**src/rtl/cu_pkg.sv**
```systemverilog
// Shared constants for the sequencing control unit: opcodes, register-reference
// bit positions and the final execute step of each instruction class.
package cu_pkg;

  typedef enum logic [2:0] {
    OP_AND = 3'd0,
    OP_ADD = 3'd1,
    OP_LDA = 3'd2,
    OP_STA = 3'd3,
    OP_BUN = 3'd4,
    OP_BSA = 3'd5,
    OP_ISZ = 3'd6,
    OP_IO  = 3'd7
  } opcode_t;

  // Register-reference instruction bits the control unit reacts to.
  localparam int CLA_BIT = 11;
  localparam int CMA_BIT = 9;
  localparam int CIR_BIT = 7;
  localparam int CIL_BIT = 6;
  localparam int INC_BIT = 5;
  localparam int HLT_BIT = 0;

  // Step on which SC clears for each instruction class.
  localparam logic [2:0] LAST_REG_IO = 3'd3;
  localparam logic [2:0] LAST_STA    = 3'd4;
  localparam logic [2:0] LAST_BUN    = 3'd4;
  localparam logic [2:0] LAST_ALU    = 3'd5;
  localparam logic [2:0] LAST_BSA    = 3'd5;
  localparam logic [2:0] LAST_ISZ    = 3'd6;

  function automatic logic [2:0] last_step(input logic [2:0] op);
    case (op)
      OP_AND, OP_ADD, OP_LDA: last_step = LAST_ALU;
      OP_STA:                 last_step = LAST_STA;
      OP_BUN:                 last_step = LAST_BUN;
      OP_BSA:                 last_step = LAST_BSA;
      OP_ISZ:                 last_step = LAST_ISZ;
      default:                last_step = LAST_REG_IO;
    endcase
  endfunction

endpackage

```
**src/rtl/seq_counter.sv**
```systemverilog
// Sequence counter: synchronous clear beats increment; one-hot decode of the
// count and a wrap flag for the overflow case.
module seq_counter #(
  parameter int SC_W = 4
) (
  input  logic                   clk,
  input  logic                   srst,
  input  logic                   clr,
  input  logic                   inc,
  output logic [SC_W-1:0]        count,
  output logic [(2**SC_W)-1:0]   onehot,
  output logic                   wrap
);

  logic [SC_W-1:0] count_reg;

  // Count register: reset, then clear, then increment.
  always_ff @(posedge clk) begin
    if (srst) begin
      count_reg <= '0;
    end else if (clr) begin
      count_reg <= '0;
    end else if (inc) begin
      count_reg <= count_reg + SC_W'(1);
    end
  end

  assign count = count_reg;
  assign wrap  = inc & ~clr & (&count_reg);

  genvar gi;
  generate
    for (gi = 0; gi < 2**SC_W; gi++) begin : g_decode
      assign onehot[gi] = (count_reg == SC_W'(gi));
    end
  endgenerate

endmodule

```
**src/rtl/seq_control_unit.sv**
```systemverilog
// Basic-computer control unit with internal timing: sequence counter, latched
// opcode/indirect bit, interrupt flip-flop R and halt flag. Strobes are
// combinational from state so each one acts on the closing edge of its Tn.
module seq_control_unit
  import cu_pkg::*;
#(
  parameter int WORD_W = 16,
  parameter int SC_W   = 4      // must be at least 3 so T0..T6 exist
) (
  input  logic                 CLK,
  input  logic                 RESET,
  input  logic                 ENABLE,
  input  logic [WORD_W-1:0]    IR,
  input  logic                 INTERRUPT_REQ,
  output logic [(2**SC_W)-1:0] TIME_SIGNAL,
  output logic [7:0]           DEC_SIGNAL,
  output logic                 INDIRECT_BIT,
  output logic                 INTERRUPT_R,
  output logic                 HALTED,
  output logic                 SEQ_ERR,
  output logic                 MEMORY_READ,
  output logic                 MEMORY_WRITE,
  output logic                 IR_LOAD,
  output logic                 TR_LOAD,
  output logic                 ALU_LOAD,
  output logic                 ALU_CLEAR,
  output logic                 ALU_INC,
  output logic                 AR_LOAD,
  output logic                 AR_INC,
  output logic                 AR_CLEAR,
  output logic                 DR_LOAD,
  output logic                 DR_INC,
  output logic                 PC_LOAD,
  output logic                 PC_CLEAR,
  output logic                 PC_INC,
  output logic                 IEN_CLEAR
);

  logic [2:0]      d_reg;
  logic            i_reg;
  logic            r_reg;
  logic            halt_reg;
  logic            seq_err_reg;
  logic [SC_W-1:0] sc_count;
  logic            sc_wrap;
  logic            run;
  logic            strobe_en;
  logic            sc_clr;
  logic            halt_set;
  logic            r_set;
  logic            r_clr;
  logic            unused_ir;

  // Spare IR bits (CLE, CME, skips, ...) are acted on by the datapath only.
  assign unused_ir = ^IR;

  assign run       = ENABLE & ~halt_reg;
  // Strobes are also held off while RESET is high so an aborted step never fires.
  assign strobe_en = run & ~RESET;

  assign halt_set = run & TIME_SIGNAL[3] & (d_reg == OP_IO) & ~i_reg & IR[HLT_BIT];
  assign sc_clr   = run & ((r_reg & TIME_SIGNAL[2]) |
                           (sc_count == SC_W'(last_step(d_reg))));
  assign r_clr    = run & r_reg & TIME_SIGNAL[2];
  assign r_set    = run & INTERRUPT_REQ & ~r_reg & ~halt_set &
                    ~(TIME_SIGNAL[0] | TIME_SIGNAL[1] | TIME_SIGNAL[2]);

  seq_counter #(.SC_W(SC_W)) u_sc (
    .clk    (CLK),
    .srst   (RESET),
    .clr    (sc_clr),
    .inc    (run),
    .count  (sc_count),
    .onehot (TIME_SIGNAL),
    .wrap   (sc_wrap)
  );

  // Opcode and indirect latches load at the end of fetch T2.
  always_ff @(posedge CLK) begin
    if (RESET) begin
      d_reg <= OP_AND;
      i_reg <= 1'b0;
    end else if (run & ~r_reg & TIME_SIGNAL[2]) begin
      d_reg <= IR[WORD_W-2 -: 3];
      i_reg <= IR[WORD_W-1];
    end
  end

  // R, HALT and the SC-wrap pulse.
  always_ff @(posedge CLK) begin
    if (RESET) begin
      r_reg       <= 1'b0;
      halt_reg    <= 1'b0;
      seq_err_reg <= 1'b0;
    end else begin
      if (r_clr) begin
        r_reg <= 1'b0;
      end else if (r_set) begin
        r_reg <= 1'b1;
      end
      if (halt_set) begin
        halt_reg <= 1'b1;
      end
      seq_err_reg <= sc_wrap;
    end
  end

  genvar gi;
  generate
    for (gi = 0; gi < 8; gi++) begin : g_dec
      assign DEC_SIGNAL[gi] = (d_reg == 3'(gi));
    end
  endgenerate

  assign INDIRECT_BIT = i_reg;
  assign INTERRUPT_R  = r_reg;
  assign HALTED       = halt_reg;
  assign SEQ_ERR      = seq_err_reg;

  // Strobe decode from (R, SC, D, I) and, for register reference, IR bits.
  always_comb begin
    MEMORY_READ  = 1'b0;
    MEMORY_WRITE = 1'b0;
    IR_LOAD      = 1'b0;
    TR_LOAD      = 1'b0;
    ALU_LOAD     = 1'b0;
    ALU_CLEAR    = 1'b0;
    ALU_INC      = 1'b0;
    AR_LOAD      = 1'b0;
    AR_INC       = 1'b0;
    AR_CLEAR     = 1'b0;
    DR_LOAD      = 1'b0;
    DR_INC       = 1'b0;
    PC_LOAD      = 1'b0;
    PC_CLEAR     = 1'b0;
    PC_INC       = 1'b0;
    IEN_CLEAR    = 1'b0;
    if (strobe_en) begin
      if (!r_reg) begin
        if (TIME_SIGNAL[0]) AR_LOAD = 1'b1;
        if (TIME_SIGNAL[1]) begin
          MEMORY_READ = 1'b1;
          IR_LOAD     = 1'b1;
          PC_INC      = 1'b1;
        end
        if (TIME_SIGNAL[2]) AR_LOAD = 1'b1;
      end else begin
        if (TIME_SIGNAL[0]) begin
          AR_CLEAR = 1'b1;
          TR_LOAD  = 1'b1;
        end
        if (TIME_SIGNAL[1]) begin
          MEMORY_WRITE = 1'b1;
          PC_CLEAR     = 1'b1;
        end
        if (TIME_SIGNAL[2]) begin
          PC_INC    = 1'b1;
          IEN_CLEAR = 1'b1;
        end
      end
      if (TIME_SIGNAL[3]) begin
        if (d_reg != OP_IO) begin
          if (i_reg) begin
            MEMORY_READ = 1'b1;
            AR_LOAD     = 1'b1;
          end
        end else if (!i_reg) begin
          ALU_CLEAR = IR[CLA_BIT];
          ALU_INC   = IR[INC_BIT];
          ALU_LOAD  = IR[CMA_BIT] | IR[CIR_BIT] | IR[CIL_BIT];
        end
      end
      case (d_reg)
        OP_AND, OP_ADD, OP_LDA: begin
          if (TIME_SIGNAL[4]) begin
            MEMORY_READ = 1'b1;
            DR_LOAD     = 1'b1;
          end
          if (TIME_SIGNAL[5]) ALU_LOAD = 1'b1;
        end
        OP_STA: begin
          if (TIME_SIGNAL[4]) MEMORY_WRITE = 1'b1;
        end
        OP_BUN: begin
          if (TIME_SIGNAL[4]) PC_LOAD = 1'b1;
        end
        OP_BSA: begin
          if (TIME_SIGNAL[4]) begin
            MEMORY_WRITE = 1'b1;
            AR_INC       = 1'b1;
          end
          if (TIME_SIGNAL[5]) PC_LOAD = 1'b1;
        end
        OP_ISZ: begin
          if (TIME_SIGNAL[4]) begin
            MEMORY_READ = 1'b1;
            DR_LOAD     = 1'b1;
          end
          if (TIME_SIGNAL[5]) DR_INC = 1'b1;
          // The datapath qualifies this PC_INC with its DR==0 detect.
          if (TIME_SIGNAL[6]) begin
            MEMORY_WRITE = 1'b1;
            PC_INC       = 1'b1;
          end
        end
        default: ;
      endcase
    end
  end

endmodule

```
**config.mk**
```make
export PLATFORM = sky130hd
export DESIGN_NAME = seq_control_unit
export DESIGN_NICKNAME = d
export VERILOG_FILES = /design/src/rtl/cu_pkg.sv /design/src/rtl/seq_counter.sv /design/src/rtl/seq_control_unit.sv
export SDC_FILE = /design/constraint.sdc
export NUM_CORES = 1
export LEC_CHECK = 0
export ABC_AREA = 1
export CORE_ASPECT_RATIO = 1.75
export CORE_UTILIZATION = 35
export CTS_CLUSTER_DIAMETER = 80
export DETAILED_ROUTE_END_ITERATION = 8
export HOLD_SLACK_MARGIN = 0.03
export PLACE_DENSITY_LB_ADDON = 0.1
export SETUP_SLACK_MARGIN = 0.4
export SYNTH_ARGS = -nofsm -noshare
export SYNTH_HDL_FRONTEND = slang
export SYNTH_SLANG_ARGS = --single-unit
```
**constraint.sdc**
```tcl
create_clock -name CLK -period 1.6 [get_ports CLK]
set_input_delay 0.32 -clock CLK [delete_from_list [all_inputs] [get_ports CLK]]
set_output_delay 0.32 -clock CLK [all_outputs]
set_load 0.02 [all_outputs]
```
==> reports/qor.csv, run 1 <==
metric,value,unit
postCtsSetupBuffers,21,
yosysWarningCount,0,
die_h,71.1,um
error_line,"[ERROR DPL-0038] Utilization greater than 100%, impossible to legalize",
rows,24,
netlist_instances,160,
htreeDepth,1,
synth_cell_types,25,
syn_nets,184,
root_buffer,clkbuf_8,
cts_sinks,11,
ys_ff_latch,11,
postCtsHoldBufs,0,
initial_utilization,0.375,
portBuffers,57,
place_area,2170,um2
synth_area,956,um2
status,stopped before the end,
synth_seq_area_share,0.230,
failed_stage,clock tree synthesis,
ctsResizeCount,319,
place.gp.congestion,0.928,
die_width,41.5,um
io_pins,64,
avgSynthCellArea,5.97,um2
cts.path.max_buffers,2,
dp_hpwl,3.43,mm
cts_inserted_buffers,3,
[cell families after synthesis]
family / count (synthesis) / share of synthesized area
XOR/XNOR: 3 / 0.0275
AND/OR/NAND/NOR: 83 / 0.401
buffers and inverters: 37 / 0.160
adder cells (fa/ha/maj): 4 / 0.0524
flip-flops: 11 / 0.230
AO/OA/AOI/OAI: 22 / 0.130
[per-stage QoR]
stage          hold slack [ns]  setup TNS, ns  std cells  setup WS (ns)
3_5_place_dp             0.490         -17.57        287         -0.850
3_3_place_gp             0.477         -15.82        287         -0.756
2_1_floorplan            0.382              0        160        0.00522
[synth_stat cells]
cell type	instances	area share
a22oi_1	1	0.0079
nand2_1	25	0.098
ha_1	4	0.052
a21oi_1	8	0.042
nor4_1	1	0.0065
nor2_2	4	0.026
nor2_4	2	0.024
o21ai_0	7	0.037
buf_4	3	0.024
a31oi_1	2	0.013
dfxtp_1	11	0.23
o21ai_1	1	0.0052
buf_2	2	0.010
xor2_1	3	0.027
nor3b_1	2	0.016
inv_1	29	0.11
nor3_1	6	0.031
nand2_2	1	0.0065
o311ai_0	1	0.0092
nand4_1	3	0.020
nand3_2	1	0.010
o31ai_1	2	0.016
nand3_1	10	0.052
nor2_1	28	0.11
inv_2	3	0.012
==> run 2, diff against run 1 <==
CORE_AREA = 2 2 63 65   (was unset)
CORE_ASPECT_RATIO = unset   (was 1.75)
CORE_UTILIZATION = unset   (was 35)
CTS_CLUSTER_DIAMETER = unset   (was 80)
DIE_AREA = 0 0 65 67   (was unset)
HOLD_SLACK_MARGIN = unset   (was 0.03)
PLACE_DENSITY_LB_ADDON = 0.15   (was 0.1)
SETUP_SLACK_MARGIN = unset   (was 0.4)
==> run 2 against run 1 <==
Net effect:
- the flow now finishes, with violations (negative setup slack)
- area after synthesis stayed put
- synthesized cell count stayed put
==> reports/qor.csv, run 2 <==
metric,value,unit,change
wl_per_cell,13.4,um,
regToRegEndpoint,u_sc.count[3],,
final_cell_mix,"buf_4 (72), buf_6 (28), nor2_4 (18)",,
die-area,4360,um2,
fin_ws,-0.255,ns,
place.gp.congestion,0.815,,-12%
synth_top_area_share,0.230,,unchanged
global_route.overflow_total,0,,
finalHoldViolations,0,,
cts_inserted_buffers,3,,unchanged
grt_pass1_wl,6.82,mm,
num-fill-cells,308,,
wl,4.48,mm,
cts_sinks,11,,unchanged
multi_input_area,953,um2,
synth_cell_types,25,,unchanged
antenna_found_initial,0,,
tightest_slew,0.301,ns,
yosysMostFrequentCell,inv_1,,
yosys-top-cells-count,"inv_1 (29), nor2_1 (28), nand2_1 (25), dfxtp_1 (11), nand3_1 (10)",,
netlist_instances,160,,unchanged
vias,1507,,
fin_nets,311,,
worstPathArrival,1.53,ns,
synth_area,956,um2,unchanged
synth_top_cell_by_area,dfxtp_1,,
yosysWarningCount,0,,unchanged
r2r_cells,13,,
status,"finished, violations left",,
drc,0,,
root_buffer,clkbuf_8,,
clkTransAtPathRegs,0.06,ns,
ir_worst_vdd,0.199,mV,
ys_ff_latch,11,,unchanged
violations,negative setup slack,,
dp_hpwl,3.26,mm,-5.0%
cts_tree,done,,
skew,0.00567,ns,
core,3610,um2,
die_width,65,um,+57%
worst_ep_required_time,1.28,ns,
synth_seq_area_share,0.230,,unchanged
slew_headroom,0.799,,
crit_path_start_kind,flip-flop,,
grt_pass1_vias,1520,,
postSynth.asyncResetShare,0,,unchanged
endpoint_kind,output port,,
min_path_type,input port to flip-flop,,
io_pins,64,,unchanged
antenna_cells,0,,
portBuffers,57,,unchanged
grt_util_all_layers,0.203,,
hold_path_startpoint,RESET,,
rsz0062_at_grt,yes,,
fin_crit_sh,1.16,,
leakage,1.16,nW,
hold_path_end,HALTED,,
whs_path_depth,3,,
syn_nets,184,,unchanged
syn_to_final_growth,165,%,
drv_slew,0,,
avgSynthCellArea,5.97,um2,unchanged
fmax,539,MHz,
largest_reg_flops,4,,
power_density,414,nW/um2,
synthTopCellsByArea,"dfxtp_1 (23%), inv_1 (11%), nor2_1 (11%), nand2_1 (9.8%), ha_1 (5.2%)",,
initial_utilization,0.265,,-0.109
synth_edf_count,0,,unchanged
avgViaCountPerCell,4.51,,
path_max_fanout,4,,
cap_violations,0,,
die_h,67,um,-5.8%
clk_latency,0.24,ns,
seq_area,248,um2,
synth_ff_type,dfxtp_1,,
rows,22,,-8.3%
layout_commonest_cell,buf_4,,
drt_iter0_drc,70,,
finish.instance_area,2530,um2,
drtAntennaViolNets,0,,
place_worst_setup_slack,-0.799,ns,+0.0513 ns
dr.pass1.iters,4,,
cts.path.max_buffers,2,,unchanged
setup_viol,23,,
drive_gt1_frac,0.710,,
worstReg2RegStart,u_sc.count[0],,
reg2reg_setup_slack,0.04,ns,
grt_max_degree,9,,
place_area,2120,um2,-2.5%
min_period,1.85,ns,
crit_type,flip-flop to output port,,
htreeDepth,1,,unchanged
## run 2: cell counts after synthesis
No cell type changed its count.
## run 2: where the power goes
group          switching (mW)  internal [mW]  leakage (nW)
clock                   0.122          0.176        0.0228
sequential             0.0201          0.281        0.0950
combinational           0.231          0.220          1.04
## run 2: worst max path at each step
stage / from / to / slack, ns / depth (start not counted)
6_report: u_sc.count[0] / PC_INC / -0.25 / 8
4_1_cts: u_sc.count[0] / MEMORY_READ / -0.26 / 8
2_1_floorplan: u_sc.count[0] / TR_LOAD / -0.02 / 7
3_3_place_gp: ENABLE / MEMORY_READ / -0.75 / 8
3_5_place_dp: ENABLE / TR_LOAD / -0.80 / 7
5_1_grt: u_sc.count[0] / PC_INC / -0.30 / 8
## run 2: stage by stage
step           std cells  setup TNS (ns)  utilization  total power [mW]  hold WS, ns
2_1_floorplan        160         -0.0235            -             0.480        0.382
5_1_grt              334           -4.20        0.703              1.11        0.555
3_3_place_gp         316          -15.59        0.587             0.676        0.568
6_report             334           -2.85        0.703              1.05        0.547
4_1_cts              330           -3.31        0.617              1.00        0.538
3_5_place_dp         316          -16.86        0.587             0.682        0.573
## run 2: cell families after synthesis
| logic type | share of synthesized area |
|---|---|
| buffers and inverters | 0.160 |
| xor gates and xnor gates | 0.0275 |
| DFF | 0.230 |
| AOI/OAI and AO/OA | 0.130 |
| and+or+nand+nor | 0.401 |
| adders and majority gates | 0.0524 |
## run 2: repair_timing
| action | CTS | global route |
|---|---|---|
| hold endpoints to repair | 0 | 0 |
| pin swaps | 8 | 21 |
| hold buffers | 0 | 0 |
| gates cloned | 1 | 0 |
| setup buffers | 9 | 7 |
| setup endpoints to repair | 42 | 44 |
| resized for setup | 219 | 93 |
## run 2: layer usage
layer  track usage  wire length, um  up-vias
met2         0.374             2360       50
met4        0.0532               71        0
met3        0.0355              228        6
met5             0                0        -
met1         0.241             1810      685
li1              -                -      766
## run 2: critical path: stages (launching register included)
cell	delay, ns
dfxtp_4	0.37
inv_6	0.07
ha_4	0.13
inv_4	0.05
nor2_4	0.10
nand2_2	0.09
buf_4	0.16
a31oi_4	0.18
buf_6	0.14
## run 2: area by class of cell
class / count / share of cell area
Inverter: 32 / 0.0553
Clock buffer: 4 / 0.0178
Sequential cell: 11 / 0.0977
Timing Repair inverter: 1 / 0.00296
Multi-Input combinational cell: 112 / 0.376
Tap cell: 48 / 0.0237
Timing Repair Buffer: 126 / 0.426
(Power assumes the default switching activity.)
==> run 3, diff against run 2 <==
CAP_MARGIN = 20   (was unset)
==> results of run 3 <==
The final DEF is identical to that of run 2; final timing and power are the same.
==> run 4, diff against run 3 <==
ABC_CLOCK_PERIOD_IN_PS = 1600   (was unset)
CTS_CLUSTER_DIAMETER = 100   (was unset)
==> results of run 4 <==
The final DEF is identical to that of run 2; final timing and power are the same.
